$ cat config.mk
export PLATFORM = sky130hd
export DESIGN_NAME = result_reducer_flat
export DESIGN_NICKNAME = d
export VERILOG_FILES = /design/src/rtl/result_reducer_if.sv /design/src/rtl/result_reducer.sv /design/src/flat_wrapper.sv
export SDC_FILE = /design/constraint.sdc
export NUM_CORES = 1
export LEC_CHECK = 0
export CAP_MARGIN = 25
export CORE_MARGIN = 10
export CORE_UTILIZATION = 25
export DETAILED_ROUTE_END_ITERATION = 8
export GPL_TIMING_DRIVEN = 0
export HOLD_SLACK_MARGIN = 0.12
export PLACE_DENSITY = 0.59
export SYNTH_ARGS = -nofsm -noshare
export SYNTH_HDL_FRONTEND = slang
export SYNTH_SLANG_ARGS = --single-unit
$ cat constraint.sdc
create_clock -name clk -period 2.3 [get_ports clk]
set_input_delay 0.345 -clock clk [delete_from_list [all_inputs] [get_ports clk]]
set_output_delay 0.345 -clock clk [all_outputs]
set_load 0.01 [all_outputs]
$ cat src/rtl/result_reducer_if.sv
// -----------------------------------------------------------------------------
// result_reducer_if
//
// Bundles the two handshake channels of result_reducer:
//   in_*  : cell-result stream (in_valid/in_ready plus value, context, hit flag)
//   out_* : reduced-result stream (out_valid/out_ready plus value, context, flag)
//
// Modports:
//   slave  : the reducer side (consumes in_*, produces out_*)
//   master : the environment side (produces in_*, consumes out_*)
// -----------------------------------------------------------------------------
interface result_reducer_if;

    // Cell-result channel
    logic       in_valid;
    logic       in_ready;
    logic [7:0] in_value;
    logic [7:0] in_context;
    logic       in_bool;

    // Reduced-result channel
    logic       out_valid;
    logic       out_ready;
    logic [7:0] out_value;
    logic [7:0] out_context;
    logic       out_bool;

    modport slave (
        input  in_valid,
        input  in_value,
        input  in_context,
        input  in_bool,
        output in_ready,
        output out_valid,
        output out_value,
        output out_context,
        output out_bool,
        input  out_ready
    );

    modport master (
        output in_valid,
        output in_value,
        output in_context,
        output in_bool,
        input  in_ready,
        input  out_valid,
        input  out_value,
        input  out_context,
        input  out_bool,
        output out_ready
    );

endinterface

$ cat src/rtl/result_reducer.sv
// -----------------------------------------------------------------------------
// result_reducer
//
// Folds NUM_CELLS cell results into one reduced result. An operation is
// launched by start in IDLE, which latches the operation selector and clears
// the accumulator. Each accepted cell result is combined into the accumulator;
// the accept of the last beat moves to DONE, where the result is presented
// until the consumer takes it.
//
// Combine rule (accumulator = left, incoming beat = right):
//   both hit, selector 1 : keep left iff left context > right context
//   both hit, selector 5 : keep left iff left context < right context
//   otherwise            : keep left iff left hit
//   value and context always travel together; hit flag is the OR of both.
//
// Ports:
//   clk      : rising-edge clock
//   reset    : synchronous, active-high reset
//   start    : begin an operation (sampled only in IDLE)
//   selector : operation code, captured on start
//   busy     : high while accumulating or holding a result
//   bus      : result_reducer_if.slave (cell-result in, reduced-result out)
// -----------------------------------------------------------------------------
module result_reducer #(
    parameter int unsigned NUM_CELLS = 8
) (
    input  logic              clk,
    input  logic              reset,
    input  logic              start,
    input  logic [7:0]        selector,
    output logic              busy,
    result_reducer_if.slave   bus
);

    // Wide enough to hold NUM_CELLS itself, so the count never wraps.
    localparam int unsigned CntW = $clog2(NUM_CELLS + 1);

    localparam logic [CntW-1:0] LastBeat = CntW'(NUM_CELLS - 1);
    localparam logic [CntW-1:0] CntOne   = CntW'(1);

    localparam logic [1:0] StIdle  = 2'd0;
    localparam logic [1:0] StAccum = 2'd1;
    localparam logic [1:0] StDone  = 2'd2;

    localparam logic [7:0] SelLookUpScan = 8'd1;
    localparam logic [7:0] SelCongrueUp  = 8'd5;

    logic [1:0]      state_q,       state_d;
    logic [7:0]      sel_q,         sel_d;
    logic [7:0]      acc_value_q,   acc_value_d;
    logic [7:0]      acc_context_q, acc_context_d;
    logic            acc_bool_q,    acc_bool_d;
    logic [CntW-1:0] cnt_q,         cnt_d;
    logic            out_valid_q,   out_valid_d;
    logic            busy_q,        busy_d;

    logic accept;
    logic both_hit;
    logic take_left;

    // in_ready is the only output decoded straight from state.
    assign bus.in_ready = (state_q == StAccum);
    assign accept       = bus.in_valid && (state_q == StAccum);

    // ------------------------------------------------------------------
    // Combine decision: does the accumulator (left) survive this beat?
    // ------------------------------------------------------------------
    assign both_hit = acc_bool_q && bus.in_bool;

    always_comb begin
        take_left = acc_bool_q;
        if (both_hit) begin
            if (sel_q == SelLookUpScan) begin
                take_left = (acc_context_q > bus.in_context);
            end else if (sel_q == SelCongrueUp) begin
                take_left = (acc_context_q < bus.in_context);
            end
        end
    end

    // ------------------------------------------------------------------
    // Next-state logic
    // ------------------------------------------------------------------
    always_comb begin
        state_d       = state_q;
        sel_d         = sel_q;
        acc_value_d   = acc_value_q;
        acc_context_d = acc_context_q;
        acc_bool_d    = acc_bool_q;
        cnt_d         = cnt_q;

        case (state_q)
            StIdle: begin
                if (start) begin
                    sel_d         = selector;
                    acc_value_d   = 8'd0;
                    acc_context_d = 8'd0;
                    acc_bool_d    = 1'b0;
                    cnt_d         = '0;
                    state_d       = StAccum;
                end
            end

            StAccum: begin
                if (accept) begin
                    if (!take_left) begin
                        acc_value_d   = bus.in_value;
                        acc_context_d = bus.in_context;
                    end
                    acc_bool_d = acc_bool_q || bus.in_bool;
                    cnt_d      = cnt_q + CntOne;
                    if (cnt_q == LastBeat) begin
                        state_d = StDone;
                    end
                end
            end

            StDone: begin
                // start is deliberately not looked at here, even on the
                // handshake cycle: a new operation needs start in IDLE.
                if (bus.out_ready) begin
                    state_d = StIdle;
                end
            end

            default: begin
                state_d = StIdle;
            end
        endcase

        // Registered status outputs follow the next state so they line up
        // with state_q after the edge.
        out_valid_d = (state_d == StDone);
        busy_d      = (state_d != StIdle);
    end

    // ------------------------------------------------------------------
    // State registers
    // ------------------------------------------------------------------
    always_ff @(posedge clk) begin
        if (reset) begin
            state_q       <= StIdle;
            sel_q         <= 8'd0;
            acc_value_q   <= 8'd0;
            acc_context_q <= 8'd0;
            acc_bool_q    <= 1'b0;
            cnt_q         <= '0;
            out_valid_q   <= 1'b0;
            busy_q        <= 1'b0;
        end else begin
            state_q       <= state_d;
            sel_q         <= sel_d;
            acc_value_q   <= acc_value_d;
            acc_context_q <= acc_context_d;
            acc_bool_q    <= acc_bool_d;
            cnt_q         <= cnt_d;
            out_valid_q   <= out_valid_d;
            busy_q        <= busy_d;
        end
    end

    // The accumulator is frozen in DONE, so it doubles as the output register.
    assign bus.out_valid   = out_valid_q;
    assign bus.out_value   = acc_value_q;
    assign bus.out_context = acc_context_q;
    assign bus.out_bool    = acc_bool_q;
    assign busy            = busy_q;

endmodule

$ cat src/flat_wrapper.sv
// flat-port wrapper written by rule: the top's interface ports become plain ports
module result_reducer_flat 
#(
    parameter int unsigned NUM_CELLS = 8
)
  (clk, reset, start, selector, busy, bus_in_valid, bus_in_value, bus_in_context, bus_in_bool, bus_in_ready, bus_out_valid, bus_out_value, bus_out_context, bus_out_bool, bus_out_ready);
  result_reducer_if bus_i ();
  input  logic clk;
  input  logic reset;
  input  logic start;
  input  logic [7:0] selector;
  output logic busy;
  input wire logic [$bits(bus_i.in_valid)-1:0] bus_in_valid;
  input wire logic [$bits(bus_i.in_value)-1:0] bus_in_value;
  input wire logic [$bits(bus_i.in_context)-1:0] bus_in_context;
  input wire logic [$bits(bus_i.in_bool)-1:0] bus_in_bool;
  output wire logic [$bits(bus_i.in_ready)-1:0] bus_in_ready;
  output wire logic [$bits(bus_i.out_valid)-1:0] bus_out_valid;
  output wire logic [$bits(bus_i.out_value)-1:0] bus_out_value;
  output wire logic [$bits(bus_i.out_context)-1:0] bus_out_context;
  output wire logic [$bits(bus_i.out_bool)-1:0] bus_out_bool;
  input wire logic [$bits(bus_i.out_ready)-1:0] bus_out_ready;
  assign bus_i.in_valid = bus_in_valid;
  assign bus_i.in_value = bus_in_value;
  assign bus_i.in_context = bus_in_context;
  assign bus_i.in_bool = bus_in_bool;
  assign bus_in_ready = bus_i.in_ready;
  assign bus_out_valid = bus_i.out_valid;
  assign bus_out_value = bus_i.out_value;
  assign bus_out_context = bus_i.out_context;
  assign bus_out_bool = bus_i.out_bool;
  assign bus_i.out_ready = bus_out_ready;
  result_reducer #(.NUM_CELLS(NUM_CELLS)) u_core (.clk(clk), .reset(reset), .start(start), .selector(selector), .busy(busy), .bus(bus_i));
endmodule
==> run_results.csv, run 1 <==
group,metric,value,unit
finish,instances_no_fill,321,
timing,max_freq,445.0,MHz
synth,synth_top_family_by_area,"compound AO/OA/AOI/OAI gates",
timing,tns,0,ps
synth,synth_warnings,0,
setup_path,required,2500,ps
timing,worst_pin_slew,655.6,ps
synth,syn_area,0.001673,mm2
timing,min_period_over_period,0.9770,
timing,slew_headroom,0.5629,
power_and_ir_drop,finalPower,1.301,mW
finish,fin_util,0.3705,
setup_path,worstPathArrival,2450,ps
clock_tree,clkTransAtPathRegs,70,ps
die,die_h,101.8,um
finish,area_growth,42.26,%
clock_tree,clock-root-buffer,"clkbuf_8",
die,coreArea,0.006422,mm2
clock_tree,cts_tree,"built",
die,start_util,0.2605,
clock_tree,max-clock-path-buffers,2,
placement,gp_congestion,0.8164,
global_route,grt_pass1_vias,1547,
timing,final-setup-viol-count,0,
clock_tree,cts_buffers,5,
global_route,grt.overflow.total,0,
setup_path,crit_path_cell_trace,"clkdlybuf4s50_1 > inv_1 > ha_1 > nor2b_1 > o211ai_1 > a21oi_2 > o211ai_1 > buf_4 > clkbuf_4 > nand4_1 > a21oi_2",
synth,synth_xor_xnor_area_share,0.01571,
finish,antenna_cells,0,
global_route,grt_antenna_before_repair,0,
die,num_rows,29,
placement,placed_cells,311,
synth,syn-instance-count,186,
finish,nets,282,
timing,fin_skew,9.722,ps
route,drc,0,
setup_path,crit_path_end_kind,"flop",
setup_path,critPathBufInv,4,
synth,synth_simple_gate_area_frac,0.1922,
run,drv_cap,0,
setup_path,critical_path_class,"input pin to flop",
power_and_ir_drop,p_per_area,546.5,mW/mm2
synth,synth_adder_area_share,0.06731,
synth,synth_mux_area_frac,0.005984,
timing,maxSlewViolCount,0,
synth,seq_area_frac_synth,0.3949,
synth,syn_nets,225,
min_path,hp-class,"input pin to flop",
route,routed_wl,4757,um
route,routed-via-count,1526,
route,drtPass1Iterations,4,
power_and_ir_drop,leakagePower,0.8629,nW
die,die_area,0.01036,mm2
route,vias_per_cell,4.754,
route,wl_per_cell,14.82,um
synth,synthDistinctLibCells,32,
synth,synth-seq-cells,33,
die,die_w,101.8,um
global_route,grt_pass1_wl,7686,um
setup_path,cp-start-kind,"input pin",
setup_path,critPathSlowestCell,"clkdlybuf4s50_1",
route,antenna_left,0,
die,io_pins,50,
synth,synth_compound_area_frac,0.2603,
clock_tree,clkLatencyLatePin,280,ps
setup_path,cp_max_fo,5,
status,status,"finished, final reports clean",
timing,hold_viol,0,
placement,io_buffers,48,
global_route,grt_max_degree,14,
route,drt_iter0_markers,45,
placement,dp_hpwl,3641,um
timing,fin_crit,2247,ps
finish,drive_above_1_share,0.1557,
setup_path,cp_slowest_stage_delay,490,ps
clock_tree,htree_levels,2,
power_and_ir_drop,peakVddDrop,303.1,uV
setup_path,path_delay_family,"buffers and inverters",
synth,syn_avg_cell_area,8.994,um2
timing,rsz0062_at_grt,"true",
finish,n_fill_cell,660,
clock_tree,cts.sinks,33,
global_route,grt_usage,0.09236,
cells by family (layout without fill, tap and decap cells):
group                      count (synthesis)  after routing
AOI/OAI and AO/OA                         54             54
xor gates and xnor gates                   3              3
adders and majority gates                  9              9
buffers and inverters                     24             82
DFF                                       33             33
muxes                                      1              1
and+or+nand+nor                           62             62
cell usage in the layout (no fill, tap or decap), types with 2 or more instances in the layout:
master / instances
clkbuf_8: 5
a21oi_1: 17
clkbuf_1: 5
buf_4: 5
a21oi_2: 15
dfxtp_1: 33
nand2_1: 20
xor2_1: 3
clkdlybuf4s50_1: 48
nand4_1: 19
clkinv_2: 2
a21bo_1: 13
inv_1: 10
nand3_1: 2
nor2_1: 9
nor3_1: 5
a21bo_2: 2
o211ai_1: 2
buf_6: 3
ha_1: 9
cell type report:
type	instances	area [um2]	share of cell area
Buffer	12	78.83	0.03312
Multi-Input combinational cell	129	913.4	0.3838
Clock buffer	5	68.82	0.02892
Timing Repair Buffer	51	503.0	0.2114
Inverter	11	41.29	0.01735
Sequential cell	33	660.6	0.2776
Tap cell	77	96.34	0.04048
Clock inverter	3	17.52	0.007361
per-stage QoR:
| step | setup slack (ps) | instance area (um2) | hold slack (ps) |
|---|---|---|---|
| after CTS | 24.56 | 2346 | 387.2 |
| final | 53.00 | 2380 | 391.7 |
| after detailed placement | -512.1 | 2250 | 447.8 |
| after global placement | -482.8 | 2250 | 444.3 |
| after global routing | -44.48 | 2380 | 429.1 |
| after floorplan | 354.5 | 1673 | 431.6 |
final timing paths:
path	slack [ps]	to	depth (start not counted)	from
setup / recovery	50	u_core.bus.out_value[2]	11	bus_in_context[1]
hold / removal	390	u_core.bus.out_bool	2	reset
setup reg to reg	300	u_core.bus.out_value[2]	9	u_core.bus.out_context[1]
hold reg to reg	460	u_core.sel_q[6]	2	u_core.sel_q[6]
where the power goes:
part	internal (mW)	leakage (nW)	switching, mW
combinational	0.130	0.550	0.129
clock	0.209	0.0439	0.221
sequential	0.595	0.269	0.0155
total	0.934	0.863	0.366
per-layer routing:
layer  vias to the layer above  GRT usage  part of all wire
met5                         -          0                 0
met4                         0    0.01320            0.0027
met2                        34     0.1511              0.48
met3                         2    0.03199             0.057
li1                        773          -                 -
met1                       717     0.1167              0.46
Yosys cell counts:
| library cell | count | share of area |
|---|---|---|
| a21bo_1 | 13 | 0.078 |
| a21bo_2 | 2 | 0.012 |
| a21o_1 | 1 | 0.0045 |
| a21oi_1 | 19 | 0.057 |
| a21oi_2 | 13 | 0.068 |
| a31oi_4 | 1 | 0.013 |
| and4_1 | 1 | 0.0052 |
| buf_1 | 1 | 0.0022 |
| buf_2 | 1 | 0.0030 |
| buf_6 | 2 | 0.013 |
| clkbuf_1 | 9 | 0.020 |
| dfxtp_1 | 33 | 0.39 |
| ha_1 | 9 | 0.067 |
| inv_1 | 10 | 0.022 |
| inv_2 | 1 | 0.0022 |
| mux2i_1 | 1 | 0.0060 |
| nand2_1 | 20 | 0.045 |
| nand2b_1 | 1 | 0.0037 |
| nand3_1 | 2 | 0.0060 |
| nand4_1 | 19 | 0.071 |
| nand4b_1 | 1 | 0.0052 |
| nor2_1 | 9 | 0.020 |
| nor2b_1 | 1 | 0.0037 |
| nor3_1 | 5 | 0.015 |
| nor3b_1 | 1 | 0.0045 |
| nor3b_2 | 1 | 0.0075 |
| nor4b_1 | 1 | 0.0052 |
| o211ai_1 | 2 | 0.0090 |
| o21ai_0 | 1 | 0.0030 |
| o21ai_1 | 1 | 0.0030 |
| o32a_4 | 1 | 0.013 |
| xor2_1 | 3 | 0.016 |
worst reg2reg max path, stage by stage (launching register included):
cell,delay (ps)
dfxtp_1,330
ha_1,300
nor2b_1,140
o211ai_1,200
a21oi_2,100
o211ai_1,220
buf_4,180
clkbuf_4,180
nand4_1,110
a21oi_2,160
flip-flops by register name, indices dropped and copies added, names as in the netlist:
signal                  cells
u_core.bus.out_context      8
u_core.bus.out_value        8
u_core.sel_q                8
u_core.cnt_q                4
u_core.state_q              2
u_core.bus.out_bool         1
u_core.bus.out_valid        1
u_core.busy                 1
timing repair:
item                                    in CTS  in global routing
pin swaps                                    1                  3
hold buffers                                 0                  0
cloned                                       0                  1
endpoints found under the setup margin      17                 16
gates resized for setup                      4                 15
buffers inserted                             1                  1
Note: power is estimated with default switching activity, not from simulation.
==> run 2: changes to the inputs <==
clock period = 2.52 ns   (was 2.3 ns; I/O delays follow)
==> run 2 against run 1 <==
- flip-flop and latch count unchanged
- clock-buffer cell count is the same
- sequential power shrank 8.7%
- register-to-register slack better by 150 ps
- global-route usage barely moved
==> run_results.csv, run 2 (synthesized netlist as in run 1, its figures left out) <==
group,metric,value,unit
status,status,"finished, final reports clean",
global_route,grt.overflow.total,0,
die,num_rows,29,
route,wl_met2,2258,um
route,routed-via-count,1505,
die,die_area,0.01036,mm2
global_route,grt_pass1_vias,1531,
placement,io_buffers,48,
route,wl_met1,2164,um
global_route,grt_antenna_before_repair,0,
power_and_ir_drop,leakagePower,0.8538,nW
route,antenna_left,0,
setup_path,required,2140,ps
placement,gp_congestion,0.8164,
clock_tree,clkLatencyLatePin,280,ps
power_and_ir_drop,finalPower,1.183,mW
die,start_util,0.2605,
route,wl_per_cell,14.68,um
timing,max_freq,416.0,MHz
die,die_h,101.8,um
finish,n_fill_cell,664,
global_route,grt_usage,0.09208,
setup_path,cp_slowest_stage_delay,650,ps
power_and_ir_drop,peakVddDrop,276.5,uV
global_route,grt_pass1_wl,7652,um
die,coreArea,0.006422,mm2
timing,hold_viol,0,
run,drv_cap,0,
timing,final-setup-viol-count,0,
setup_path,critPathBufInv,3,
setup_path,crit_path_cell_trace,"nand2b_1 > inv_2 > clkbuf_1 > clkdlybuf4s50_1",
clock_tree,cts_tree,"built",
finish,multiInputGateArea,905.9,um2
setup_path,startpoint,"u_core.state_q[1]",
clock_tree,cts_buffers,5,
route,drtPass1Iterations,4,
setup_path,critical_path_class,"flop to primary output",
route,drc,0,
finish,final_common_cell,"clkdlybuf4s50_1",
finish,most-common-layout-cells,"48 x clkdlybuf4s50_1, 33 x dfxtp_1, 20 x nand2_1",
global_route,grt_max_degree,12,
timing,worst_pin_slew,676.7,ps
min_path,hp-class,"input pin to flop",
die,io_pins,50,
finish,fin_util,0.3655,
setup_path,path_delay_family,"buffers and inverters",
finish,nets,281,
clock_tree,cts.sinks,33,
placement,dp_hpwl,3641,um
finish,drive_above_1_share,0.1399,
timing,fin_crit,2404,ps
timing,slew_headroom,0.5489,
setup_path,crit_path_end_kind,"primary output",
clock_tree,cts_hold_buf,0,
timing,min_period_over_period,0.9540,
timing,fin_skew,10.34,ps
timing,maxSlewViolCount,0,
placement,placed_cell_area,0.002250,mm2
clock_tree,max-clock-path-buffers,2,
route,routed_wl,4696,um
timing,tns,0,ps
power_and_ir_drop,p_per_area,504.0,mW/mm2
clock_tree,htree_levels,2,
setup_path,worstPathArrival,2030,ps
die,die_w,101.8,um
route,drt_iter0_markers,46,
setup_path,r2r_start,"u_core.bus.out_context[1]",
clock_tree,clock-root-buffer,"clkbuf_8",
setup_path,cp-start-kind,"flop",
finish,antenna_cells,0,
timing,fin_ws,116.0,ps
setup_path,cp_max_fo,10,
placement,pre_cts_slack,-325.1,ps
min_path,worstHoldStart,"reset",
finish,area_growth,40.31,%
finish,final_cell_area,0.002347,mm2
route,top_layer_used,"met4",
finish,seqCellArea,660.6,um2
clock_tree,clkTransAtPathRegs,70,ps
route,vias_per_cell,4.703,
route,dr_wl_met3,260,um
setup_path,critPathSlowestCell,"clkdlybuf4s50_1",
-- run 2: where the power goes --
part	switching (mW)	leakage, nW	internal [mW]	total (mW)
registers	0.0144	0.269	0.543	0.558
clock network	0.202	0.0439	0.191	0.393
logic	0.117	0.541	0.116	0.233
-- run 2: path summary, 6_finish.rpt --
path                                     to  slack [ps]  cells past startpoint
setup / recovery               bus_in_ready         120                      4
hold / removal          u_core.bus.out_bool         430                      2
setup reg to reg  u_core.bus.out_context[0]         450                      8
hold reg to reg             u_core.sel_q[6]         460                      2
-- run 2: through the flow --
stage          hold WS (ps)  std cells
2_1_floorplan         431.6        186
4_1_cts               420.2        319
6_report              427.6        320
3_5_place_dp          447.8        311
3_3_place_gp          444.3        311
5_1_grt               462.1        320
-- run 2: repair_timing --
action / in CTS / in global routing
gates resized for setup: 1 / 4
buffers inserted: 0 / 1
setup endpoints to repair: 6 / 16
pin swaps: 0 / 1
-- run 2: layer usage --
layer | vias to the layer above | track usage
li1 | 774 | -
met1 | 693 | 0.1163
met2 | 36 | 0.1506
met3 | 2 | 0.03199
met4 | 0 | 0.01320
met5 | - | 0
-- run 2: cell type report --
cell class	count	area share
multi-input cells	129	0.3859
flip-flops and latches	33	0.2815
repair buffers	49	0.2079
well taps	77	0.04104
clock buffers	5	0.02932
plain buffers	13	0.02932
inverters	11	0.01759
clock inverters	3	0.007463
